<file path="src/rtl/ctrl_pipeline_if.sv">
// Control-pipeline bus: ID-stage instruction fields and redirect in,
// stall and the registered ID/EX, EX/MEM and MEM/WB control bundles out.
interface ctrl_pipeline_if #(
   parameter int REG_ADDR_W = 5
);
   logic                  id_valid;
   logic [6:0]            id_op;
   logic [REG_ADDR_W-1:0] id_rd;
   logic [REG_ADDR_W-1:0] id_rs1;
   logic [REG_ADDR_W-1:0] id_rs2;
   logic                  flush;
   logic                  stall;

   logic                  ex_valid;
   logic                  ex_mem_read;
   logic                  ex_mem_write;
   logic                  ex_reg_write;
   logic                  ex_jump;
   logic                  ex_branch;
   logic                  ex_illegal;
   logic [REG_ADDR_W-1:0] ex_rd;

   logic                  mem_valid;
   logic                  mem_mem_read;
   logic                  mem_mem_write;
   logic                  mem_reg_write;
   logic                  mem_jump;
   logic                  mem_branch;
   logic                  mem_illegal;
   logic [REG_ADDR_W-1:0] mem_rd;

   logic                  wb_valid;
   logic                  wb_reg_write;
   logic                  wb_illegal;
   logic [REG_ADDR_W-1:0] wb_rd;

   modport master (
      output id_valid, id_op, id_rd, id_rs1, id_rs2, flush,
      input  stall,
      input  ex_valid, ex_mem_read, ex_mem_write, ex_reg_write, ex_jump, ex_branch, ex_illegal, ex_rd,
      input  mem_valid, mem_mem_read, mem_mem_write, mem_reg_write, mem_jump, mem_branch, mem_illegal, mem_rd,
      input  wb_valid, wb_reg_write, wb_illegal, wb_rd
   );

   modport slave (
      input  id_valid, id_op, id_rd, id_rs1, id_rs2, flush,
      output stall,
      output ex_valid, ex_mem_read, ex_mem_write, ex_reg_write, ex_jump, ex_branch, ex_illegal, ex_rd,
      output mem_valid, mem_mem_read, mem_mem_write, mem_reg_write, mem_jump, mem_branch, mem_illegal, mem_rd,
      output wb_valid, wb_reg_write, wb_illegal, wb_rd
   );
endinterface

</file>
<file path="src/rtl/ctrl_pipeline.sv">
// Pipelined RV32I control: decodes the ID opcode, carries the control bundle
// through ID/EX, EX/MEM and MEM/WB, and stalls ID on load-use hazards.
module ctrl_pipeline #(
   parameter int REG_ADDR_W      = 5,
   parameter int LOAD_USE_STALLS = 1
) (
   input logic           clk,
   input logic           rst,
   ctrl_pipeline_if.slave bus
);

   if (LOAD_USE_STALLS < 1 || LOAD_USE_STALLS > 3) begin : g_bad_stalls
      $error("ctrl_pipeline: LOAD_USE_STALLS must be 1..3");
   end

   typedef enum logic [6:0] {
      OP_R     = 7'b0110011,
      OP_IMM   = 7'b0010011,
      OP_LOAD  = 7'b0000011,
      OP_STORE = 7'b0100011,
      OP_BR    = 7'b1100011,
      OP_JAL   = 7'b1101111,
      OP_JALR  = 7'b1100111,
      OP_LUI   = 7'b0110111,
      OP_AUIPC = 7'b0010111
   } opcode_e;

   typedef struct packed {
      logic                  valid;
      logic                  mem_read;
      logic                  mem_write;
      logic                  reg_write;
      logic                  jump;
      logic                  branch;
      logic                  illegal;
      logic [REG_ADDR_W-1:0] rd;
   } ctrl_t;

   typedef struct packed {
      logic                  valid;
      logic                  reg_write;
      logic                  illegal;
      logic [REG_ADDR_W-1:0] rd;
   } wb_ctrl_t;

   localparam logic [1:0] STALL_RELOAD = 2'(LOAD_USE_STALLS - 1);

   ctrl_t      dec;
   logic       uses_rs1;
   logic       uses_rs2;
   logic       hz;
   logic [1:0] stall_cnt;
   ctrl_t      id_ex;
   ctrl_t      ex_mem;
   wb_ctrl_t   mem_wb;

   // NOTE: every signal gets a default first so no path through the case infers a latch.
   always_comb begin
      dec      = '0;
      uses_rs1 = 1'b0;
      uses_rs2 = 1'b0;
      case (bus.id_op)
         OP_R:     begin dec.reg_write = 1'b1; uses_rs1 = 1'b1; uses_rs2 = 1'b1; end
         OP_IMM:   begin dec.reg_write = 1'b1; uses_rs1 = 1'b1; end
         OP_LOAD:  begin dec.mem_read = 1'b1; dec.reg_write = 1'b1; uses_rs1 = 1'b1; end
         OP_STORE: begin dec.mem_write = 1'b1; uses_rs1 = 1'b1; uses_rs2 = 1'b1; end
         OP_BR:    begin dec.branch = 1'b1; uses_rs1 = 1'b1; uses_rs2 = 1'b1; end
         OP_JAL:   begin dec.reg_write = 1'b1; dec.jump = 1'b1; end
         OP_JALR:  begin dec.reg_write = 1'b1; dec.jump = 1'b1; uses_rs1 = 1'b1; end
         OP_LUI:   dec.reg_write = 1'b1;
         OP_AUIPC: dec.reg_write = 1'b1;
         default:  dec.illegal = 1'b1;
      endcase
      dec.valid = 1'b1;
      // rd is meaningless without a register write; zero it so it never matches a source.
      dec.rd    = dec.reg_write ? bus.id_rd : '0;
   end

   assign hz = bus.id_valid & id_ex.valid & id_ex.mem_read & (id_ex.rd != '0) &
               ((uses_rs1 & (bus.id_rs1 == id_ex.rd)) |
                (uses_rs2 & (bus.id_rs2 == id_ex.rd)));

   assign bus.stall = ~bus.flush & (hz | (stall_cnt != 2'd0));

   // NOTE: sequential state uses non-blocking assignments so each stage samples the previous stage's old value.
   always_ff @(posedge clk) begin
      if (rst) begin
         stall_cnt <= 2'd0;
         id_ex     <= '0;
         ex_mem    <= '0;
         mem_wb    <= '0;
      end else begin
         if (bus.flush)
            stall_cnt <= 2'd0;
         else if (hz && stall_cnt == 2'd0)
            stall_cnt <= STALL_RELOAD;
         else if (stall_cnt != 2'd0)
            stall_cnt <= stall_cnt - 2'd1;

         if (bus.flush || bus.stall || !bus.id_valid)
            id_ex <= '0;
         else
            id_ex <= dec;

         ex_mem <= id_ex;
         mem_wb <= '{valid:     ex_mem.valid,
                     reg_write: ex_mem.reg_write,
                     illegal:   ex_mem.illegal,
                     rd:        ex_mem.rd};
      end
   end

   assign bus.ex_valid      = id_ex.valid;
   assign bus.ex_mem_read   = id_ex.mem_read;
   assign bus.ex_mem_write  = id_ex.mem_write;
   assign bus.ex_reg_write  = id_ex.reg_write;
   assign bus.ex_jump       = id_ex.jump;
   assign bus.ex_branch     = id_ex.branch;
   assign bus.ex_illegal    = id_ex.illegal;
   assign bus.ex_rd         = id_ex.rd;

   assign bus.mem_valid     = ex_mem.valid;
   assign bus.mem_mem_read  = ex_mem.mem_read;
   assign bus.mem_mem_write = ex_mem.mem_write;
   assign bus.mem_reg_write = ex_mem.reg_write;
   assign bus.mem_jump      = ex_mem.jump;
   assign bus.mem_branch    = ex_mem.branch;
   assign bus.mem_illegal   = ex_mem.illegal;
   assign bus.mem_rd        = ex_mem.rd;

   assign bus.wb_valid      = mem_wb.valid;
   assign bus.wb_reg_write  = mem_wb.reg_write;
   assign bus.wb_illegal    = mem_wb.illegal;
   assign bus.wb_rd         = mem_wb.rd;

endmodule

</file>
<file path="src/flat_wrapper.sv">
// flat-port wrapper written by rule: the top's interface ports become plain ports
module ctrl_pipeline_flat 
#(
   parameter int REG_ADDR_W      = 5,
   parameter int LOAD_USE_STALLS = 1
)
  (clk, rst, bus_id_valid, bus_id_op, bus_id_rd, bus_id_rs1, bus_id_rs2, bus_flush, bus_stall, bus_ex_valid, bus_ex_mem_read, bus_ex_mem_write, bus_ex_reg_write, bus_ex_jump, bus_ex_branch, bus_ex_illegal, bus_ex_rd, bus_mem_valid, bus_mem_mem_read, bus_mem_mem_write, bus_mem_reg_write, bus_mem_jump, bus_mem_branch, bus_mem_illegal, bus_mem_rd, bus_wb_valid, bus_wb_reg_write, bus_wb_illegal, bus_wb_rd);
  ctrl_pipeline_if #(.REG_ADDR_W(REG_ADDR_W)) bus_i ();
  input logic clk;
  input logic rst;
  input wire logic [$bits(bus_i.id_valid)-1:0] bus_id_valid;
  input wire logic [$bits(bus_i.id_op)-1:0] bus_id_op;
  input wire logic [$bits(bus_i.id_rd)-1:0] bus_id_rd;
  input wire logic [$bits(bus_i.id_rs1)-1:0] bus_id_rs1;
  input wire logic [$bits(bus_i.id_rs2)-1:0] bus_id_rs2;
  input wire logic [$bits(bus_i.flush)-1:0] bus_flush;
  output wire logic [$bits(bus_i.stall)-1:0] bus_stall;
  output wire logic [$bits(bus_i.ex_valid)-1:0] bus_ex_valid;
  output wire logic [$bits(bus_i.ex_mem_read)-1:0] bus_ex_mem_read;
  output wire logic [$bits(bus_i.ex_mem_write)-1:0] bus_ex_mem_write;
  output wire logic [$bits(bus_i.ex_reg_write)-1:0] bus_ex_reg_write;
  output wire logic [$bits(bus_i.ex_jump)-1:0] bus_ex_jump;
  output wire logic [$bits(bus_i.ex_branch)-1:0] bus_ex_branch;
  output wire logic [$bits(bus_i.ex_illegal)-1:0] bus_ex_illegal;
  output wire logic [$bits(bus_i.ex_rd)-1:0] bus_ex_rd;
  output wire logic [$bits(bus_i.mem_valid)-1:0] bus_mem_valid;
  output wire logic [$bits(bus_i.mem_mem_read)-1:0] bus_mem_mem_read;
  output wire logic [$bits(bus_i.mem_mem_write)-1:0] bus_mem_mem_write;
  output wire logic [$bits(bus_i.mem_reg_write)-1:0] bus_mem_reg_write;
  output wire logic [$bits(bus_i.mem_jump)-1:0] bus_mem_jump;
  output wire logic [$bits(bus_i.mem_branch)-1:0] bus_mem_branch;
  output wire logic [$bits(bus_i.mem_illegal)-1:0] bus_mem_illegal;
  output wire logic [$bits(bus_i.mem_rd)-1:0] bus_mem_rd;
  output wire logic [$bits(bus_i.wb_valid)-1:0] bus_wb_valid;
  output wire logic [$bits(bus_i.wb_reg_write)-1:0] bus_wb_reg_write;
  output wire logic [$bits(bus_i.wb_illegal)-1:0] bus_wb_illegal;
  output wire logic [$bits(bus_i.wb_rd)-1:0] bus_wb_rd;
  assign bus_i.id_valid = bus_id_valid;
  assign bus_i.id_op = bus_id_op;
  assign bus_i.id_rd = bus_id_rd;
  assign bus_i.id_rs1 = bus_id_rs1;
  assign bus_i.id_rs2 = bus_id_rs2;
  assign bus_i.flush = bus_flush;
  assign bus_stall = bus_i.stall;
  assign bus_ex_valid = bus_i.ex_valid;
  assign bus_ex_mem_read = bus_i.ex_mem_read;
  assign bus_ex_mem_write = bus_i.ex_mem_write;
  assign bus_ex_reg_write = bus_i.ex_reg_write;
  assign bus_ex_jump = bus_i.ex_jump;
  assign bus_ex_branch = bus_i.ex_branch;
  assign bus_ex_illegal = bus_i.ex_illegal;
  assign bus_ex_rd = bus_i.ex_rd;
  assign bus_mem_valid = bus_i.mem_valid;
  assign bus_mem_mem_read = bus_i.mem_mem_read;
  assign bus_mem_mem_write = bus_i.mem_mem_write;
  assign bus_mem_reg_write = bus_i.mem_reg_write;
  assign bus_mem_jump = bus_i.mem_jump;
  assign bus_mem_branch = bus_i.mem_branch;
  assign bus_mem_illegal = bus_i.mem_illegal;
  assign bus_mem_rd = bus_i.mem_rd;
  assign bus_wb_valid = bus_i.wb_valid;
  assign bus_wb_reg_write = bus_i.wb_reg_write;
  assign bus_wb_illegal = bus_i.wb_illegal;
  assign bus_wb_rd = bus_i.wb_rd;
  ctrl_pipeline #(.REG_ADDR_W(REG_ADDR_W), .LOAD_USE_STALLS(LOAD_USE_STALLS)) u_core (.clk(clk), .rst(rst), .bus(bus_i));
endmodule
</file>
<file path="config.mk">
export PLATFORM = sky130hd
export DESIGN_NAME = ctrl_pipeline_flat
export DESIGN_NICKNAME = d
export VERILOG_FILES = /design/src/rtl/ctrl_pipeline_if.sv /design/src/rtl/ctrl_pipeline.sv /design/src/flat_wrapper.sv
export SDC_FILE = /design/constraint.sdc
export NUM_CORES = 1
export LEC_CHECK = 0
export CORE_MARGIN = 4
export CORE_UTILIZATION = 64
export CTS_BUF_LIST = sky130_fd_sc_hd__clkbuf_4 sky130_fd_sc_hd__clkbuf_8
export CTS_CLUSTER_SIZE = 12
export DETAILED_ROUTE_END_ITERATION = 8
export DONT_BUFFER_PORTS = 1
export PLACE_DENSITY = 0.92
export REMOVE_ABC_BUFFERS = 1
export SLEW_MARGIN = 20
export SYNTH_ARGS = -nofsm -noshare
export SYNTH_HDL_FRONTEND = slang
export SYNTH_SLANG_ARGS = --single-unit
</file>
<file path="constraint.sdc">
create_clock -name clk -period 2.45 [get_ports clk]
set_input_delay 0.49 -clock clk [delete_from_list [all_inputs] [get_ports clk]]
set_output_delay 0.49 -clock clk [all_outputs]
set_load 0.05 [all_outputs]
</file>
---- Word-level counts from Yosys, hierarchy flattened ----
Index checks and enable logic that the tools add are counted.
storage, ports and cells
  flip-flop bits (word level) ............. 34
  latch bits .............................. 0
  RAM bits ................................ 0
  ROM bits ................................ 0
  input bits .............................. 26
  output and inout port bits .............. 33
  logic and storage cells ................. 69
  memories ................................ 0
operators by class
  add/sub/neg operators ................... 1
  multipliers ............................. 0
  div/mod/pow operators ................... 0
  $lt $le $gt $ge ......................... 0
  equal/unequal tests ..................... 11
  shifts and indexed selects .............. 0
  multiplexer cells ....................... 10
  bitwise operators ....................... 11
  reduce and logical (&&, ||, !) cells .... 15
operators by type and width
  kind                                              number
  == test 7 x 6 -> 1 bit, second input constant     3
  == test 7 bit, second input constant              3
  == test 7 x 5 -> 1 bit, second input constant     2
  two-way mux 12 bit                                1
  == test 5 bit                                     2
  OR reduction 3 bit                                3
  OR reduction 9 bit                                1
  two-way mux 1 bit                                 8
  AND 1 bit                                         7
  == test 7 x 2 -> 1 bit, second input constant     1
  OR reduction 7 bit                                1
  OR reduction 6 bit                                1
  two-way mux 5 bit                                 1
  nonzero test 5 bit                                1
  OR reduction 2 bit                                2
  zero test 2 bit                                   1
  logical OR 1 bit                                  2
  NOT 1 bit                                         2
  OR 1 bit                                          2
  nonzero test 2 bit                                1
  subtractor 2 x 1 -> 2 bit, second input constant  1
  logical AND 1 bit                                 1
  zero test 1 bit                                   1

---- Logic depth before layout (Yosys ltp) ----
  word-level depth ........................ 11
  depth in mapped cells ................... 6
  mapped depth without buffers ............ 5

---- Worst setup path before layout ----
No wires, ideal clock.
  path kind ............................... reg-to-output
  start point ............................. reg u_core.id_ex, in the netlist u_core.bus.ex_rd[2]
  end point ............................... out bus_stall
  data arrival time ....................... 2.114 ns
  required time ........................... 1.960 ns
  slack ................................... -0.154 ns
  stages on the path, launching flop included .. 7
  path buffers ............................ 1
  path through ............................ dfxtp_1 > xor2_1 > a2111oi_0 > nand4_1 > a21boi_2 > buf_6 > o21ba_1
on the way
  longest elaborated chain between the ends .. 6
RTL lines
  element                                  line                                      RTL
  start, declared                          ctrl_pipeline.sv:53                       ctrl_t id_ex;
  start signal, assigned                   ctrl_pipeline.sv:89                       id_ex <= '0;
  start signal, assigned                   ctrl_pipeline.sv:101                      id_ex <= '0;
  start signal, assigned                   ctrl_pipeline.sv:103                      id_ex <= dec;
  == test 5 bit, on equally long branches  ctrl_pipeline.sv:80, ctrl_pipeline.sv:81
  AND 1 bit, on equally long branches      ctrl_pipeline.sv:80, ctrl_pipeline.sv:81
  OR 1 bit                                 ctrl_pipeline.sv:80                       ((uses_rs1 & (bus.id_rs1 == id_ex.rd)) |
  AND 1 bit (*)                            ctrl_pipeline.sv:79                       assign hz = bus.id_valid & id_ex.valid & id_ex.mem_read & (id_ex.rd != '0) &
  OR 1 bit (*)                             ctrl_pipeline.sv:83                       assign bus.stall = ~bus.flush & (hz | (stall_cnt != 2'd0));
  AND 1 bit (*)                            ctrl_pipeline.sv:83
  end, declared                            flat_wrapper.sv:17                        output wire logic [$bits(bus_i.stall)-1:0] bus_stall;
Mark *: on every way between the ends. The rest lies on a longest branch, timed or not.

---- Final worst setup path ----
Ends and elaborated chain as after synthesis.

==> impl_metrics.py <==
metrics = {
    "logic_synthesis": {
        "synthMuxAreaShare_pct": 0,
        "synth.area.top_cells": "dfxtp_1 (54%), nor2b_1 (10%), xnor2_1 (4.9%)",
        "synth_top_family_by_area": "simple AND/OR/NAND/NOR gates",
        "synth_top_area_share_pct": 53.97,
        "synthTopCellsByCount": "dfxtp_1 (34), nor2b_1 (21), nor2_1 (8)",
        "synth-seq-cells": 34,
        "seq_area_frac_synth_pct": 53.97,
        "synthAdderAreaFrac_pct": 0.9921,
        "synth_largest_area_cell": "dfxtp_1",
        "async_flop_share_pct": 0,
        "synth_warnings": 0,
        "synthSimpleGateAreaFrac_pct": 26.79,
        "synth-edff-count": 0,
        "synth_compound_area_share_pct": 8.333,
        "synth_most_common_cell": "dfxtp_1",
        "avgSynthCellArea_sq_um": 10.09,
        "ys_types": 29,
        "synthFlopType": "dfxtp_1",
        "synthCells": 125,
        "synth_xor_area_share_pct": 6.944,
        "synth_area_sq_um": 1261,
    },
    "floorplan": {
        "core_region_area_sq_um": 1802,
        "die_y_microns": 52.39,
        "die_x_microns": 52.39,
        "start_util_pct": 70.00,
        "ios": 59,
        "die-area_sq_um": 2745,
        "rows": 15,
    },
    "routing": {
        "drt_pass1_iterations": 4,
        "totalWireLength_mm": 2.609,
        "route.vias.total": 950,
        "wire_per_inst_microns": 16.01,
        "drtIter0Drc": 34,
        "postRouteAntennaNets": 0,
        "drcViolationCount": 0,
        "via_per_inst": 5.828,
    },
    "cts": {
        "root_buffer": "clkbuf_4",
        "cts_made_buffers": 5,
        "cts_buffer_depth": 2,
        "cts.reportedPaths.clkPinSlew_ns": 0.10,
        "cts_hold_buf": 0,
        "cts-htree-levels": 2,
        "cts_tree": "built",
        "clk_latency_ns": 0.33,
        "cts_sinks": 34,
    },
    "job": {
        "maxCapViolations": 0,
    },
    "pwr": {
        "leakagePower_nw": 0.5411,
        "ir_worst_vdd_mv": 0.5151,
        "total_power_w": 0.0009186,
        "pwr_density_cell_nw_per_um2": 642.3,
    },
    "sta": {
        "period_needed_ns": 2.345,
        "drv_slew": 0,
        "clock.fmax_mhz": 426.4,
        "max-slew-margin-rel_pct": 66.07,
        "worstMarginPinSlew_ns": 0.5083,
        "setup_tns_ns": 0,
        "clock_skew_ns": 0.003295,
        "final-setup-viol-count": 0,
        "hold_viol": 0,
        "rsz0062_at_grt": "true",
        "layout_worst_path_cycle_share_pct": 95.72,
    },
    "worst_setup_path": {
        "crit_path_top_delay_cell": "dfxtp_2",
        "cp.required_ns": 1.96,
        "r2r_cells": 6,
        "cp_cell_sequence": "xor2_1 > a2111oi_2 > nand4_1 > a21boi_2 > o21ba_4 > buf_12",
        "path_max_fanout": 3,
        "slowest_delay_ns": 0.35,
        "path_class": "reg -> out",
        "worstSetupEndpointType": "primary output",
        "cp.arrival_ns": 1.86,
        "r2r_end": "u_core.bus.ex_rd[0]$_SDFF_PP0_",
        "startpoint_type": "flop",
        "regToRegSetupSlack_ns": 0.80,
        "timing.rr.start": "u_core.bus.ex_rd[1]$_SDFF_PP0_",
    },
    "layout": {
        "diodes": 0,
        "areaGrowthSynthToFinish_pct": 13.39,
        "multi_input_area_sq_um": 555.5,
        "drive_gt1_share_pct": 19.57,
        "regArea_sq_um": 684.4,
        "final_cells": 163,
        "design_area_sq_um": 1430,
        "nets": 164,
        "fillers": 124,
    },
    "hold_path": {
        "hold_path_depth": 1,
        "min_to": "u_core.bus.wb_illegal$_SDFF_PP0_",
        "hp-class": "in -> reg",
        "hp-start": "rst",
    },
    "placement": {
        "dpl-instance-area_sq_um": 1350,
        "io_buffers": 0,
        "dp.cells": 155,
        "place_congestion": 0.8307,
        "hpwl_mm": 1.981,
    },
    "grt": {
        "grt_start_max_net_pins": 22,
        "antenna_found_initial": 0,
        "grt_overflow_total": 0,
        "grt_usage_pct": 20.86,
        "grt_first_pass_wirelength_mm": 4.071,
        "grt_pass1_vias": 901,
    },
    "run_status": {
        "outcome": "complete, no violations",
    },
}
[cells in the final DEF, fill, tap and decap left out, drive strengths merged, types with 3 or more instances in the layout]
cell type / Yosys / layout
nor4b: 5 / 5
nor4: 4 / 4
nand2: 6 / 6
a21oi: 3 / 3
xor2: 3 / 3
or3: 3 / 3
o21ai: 4 / 4
clkbuf: 3 / 6
nor2: 8 / 8
nand3: 5 / 5
dfxtp: 34 / 34
buf: 1 / 9
inv: 4 / 4
xnor2: 7 / 7
nor2b: 21 / 21
[where the power goes]
part	switching (W)	internal, W	total [W]
Combinational	0.0000192	0.0000168	0.0000360
Clock	0.000178	0.000138	0.000316
Sequential	0.0000112	0.000556	0.000567
Total	0.000208	0.000710	0.000919
[cell families after synthesis]
group                    after synthesis
flip-flops                            34
AO/OA/AOI/OAI                         15
buffers and inverters                  8
XOR/XNOR                              10
adder cells (fa/ha/maj)                1
AND/OR/NAND/NOR                       57
[how the worst max path moves through the flow]
| stage | startpoint | to | slack (ns) | cells after the start |
|---|---|---|---|---|
| global route | u_core.bus.ex_rd[2]$_SDFF_PP0_ | bus_stall | -0.04 | 6 |
| finish | u_core.bus.ex_rd[2]$_SDFF_PP0_ | bus_stall | 0.10 | 6 |
| global placement | bus_id_op[1] | bus_stall | 0.20 | 6 |
| CTS | u_core.bus.ex_rd[2]$_SDFF_PP0_ | bus_stall | 0.004 | 6 |
| detailed placement | bus_id_op[1] | bus_stall | 0.18 | 6 |
| floorplan | u_core.bus.ex_rd[2]$_SDFF_PP0_ | bus_stall | -0.21 | 5 |
[critical path: cells and delay by family (launching register included)]
| kind | cells | cell delay (ns) |
|---|---|---|
| simple gates | 1 | 0.18 |
| flops | 1 | 0.35 |
| xor+xnor | 1 | 0.17 |
| compound gates | 3 | 0.70 |
| buf+inv | 1 | 0.13 |
[stage by stage]
step / hold slack [ns] / util, % / setup WS, ns
finish: 0.2168 / 79.38 / 0.1048
global route: 0.1801 / 79.38 / -0.04153
CTS: 0.2003 / 78.54 / 0.003667
detailed placement: 0.5090 / 74.93 / 0.1761
global placement: 0.4809 / 74.93 / 0.1970
floorplan: 0.4693 / - / -0.2134
[state kept, by name, indices dropped and copies added (netlist names)]
register,count
u_core.bus.ex_rd,5
u_core.bus.mem_rd,5
u_core.bus.wb_rd,5
u_core.stall_cnt,2
u_core.bus.ex_branch,1
u_core.bus.ex_illegal,1
u_core.bus.ex_jump,1
u_core.bus.ex_mem_read,1
u_core.bus.ex_mem_write,1
u_core.bus.ex_reg_write,1
u_core.bus.ex_valid,1
u_core.bus.mem_branch,1
u_core.bus.mem_illegal,1
u_core.bus.mem_jump,1
u_core.bus.mem_mem_read,1
u_core.bus.mem_mem_write,1
u_core.bus.mem_reg_write,1
u_core.bus.mem_valid,1
u_core.bus.wb_illegal,1
u_core.bus.wb_reg_write,1
u_core.bus.wb_valid,1
[what timing repair did]
action | 4_1_cts | 5_1_grt
setup endpoints to repair | 1 | 1
buffers inserted | 0 | 0
pin swaps | 0 | 2
endpoints found under the hold margin | 0 | 0
gates resized for setup | 1 | 6
[routing by layer]
| layer | share of wire [%] | GRT usage [%] | vias up |
|---|---|---|---|
| li1 | - | - | 451 |
| met1 | 33 | 21.03 | 424 |
| met2 | 49 | 33.88 | 67 |
| met3 | 15 | 12.82 | 8 |
| met4 | 2.5 | 9.362 | 0 |
| met5 | 0 | 0 | - |
[final cells by class]
| type | count | share of cell area, % |
|---|---|---|
| multi-input combinational | 83 | 38.85 |
| timing repair buffer | 9 | 5.599 |
| inverter | 4 | 1.050 |
| clock inverter | 2 | 0.8749 |
| tap | 25 | 2.187 |
| sequential | 34 | 47.86 |
| clock buffer | 6 | 3.587 |
Power figures use the tool's default switching activity.
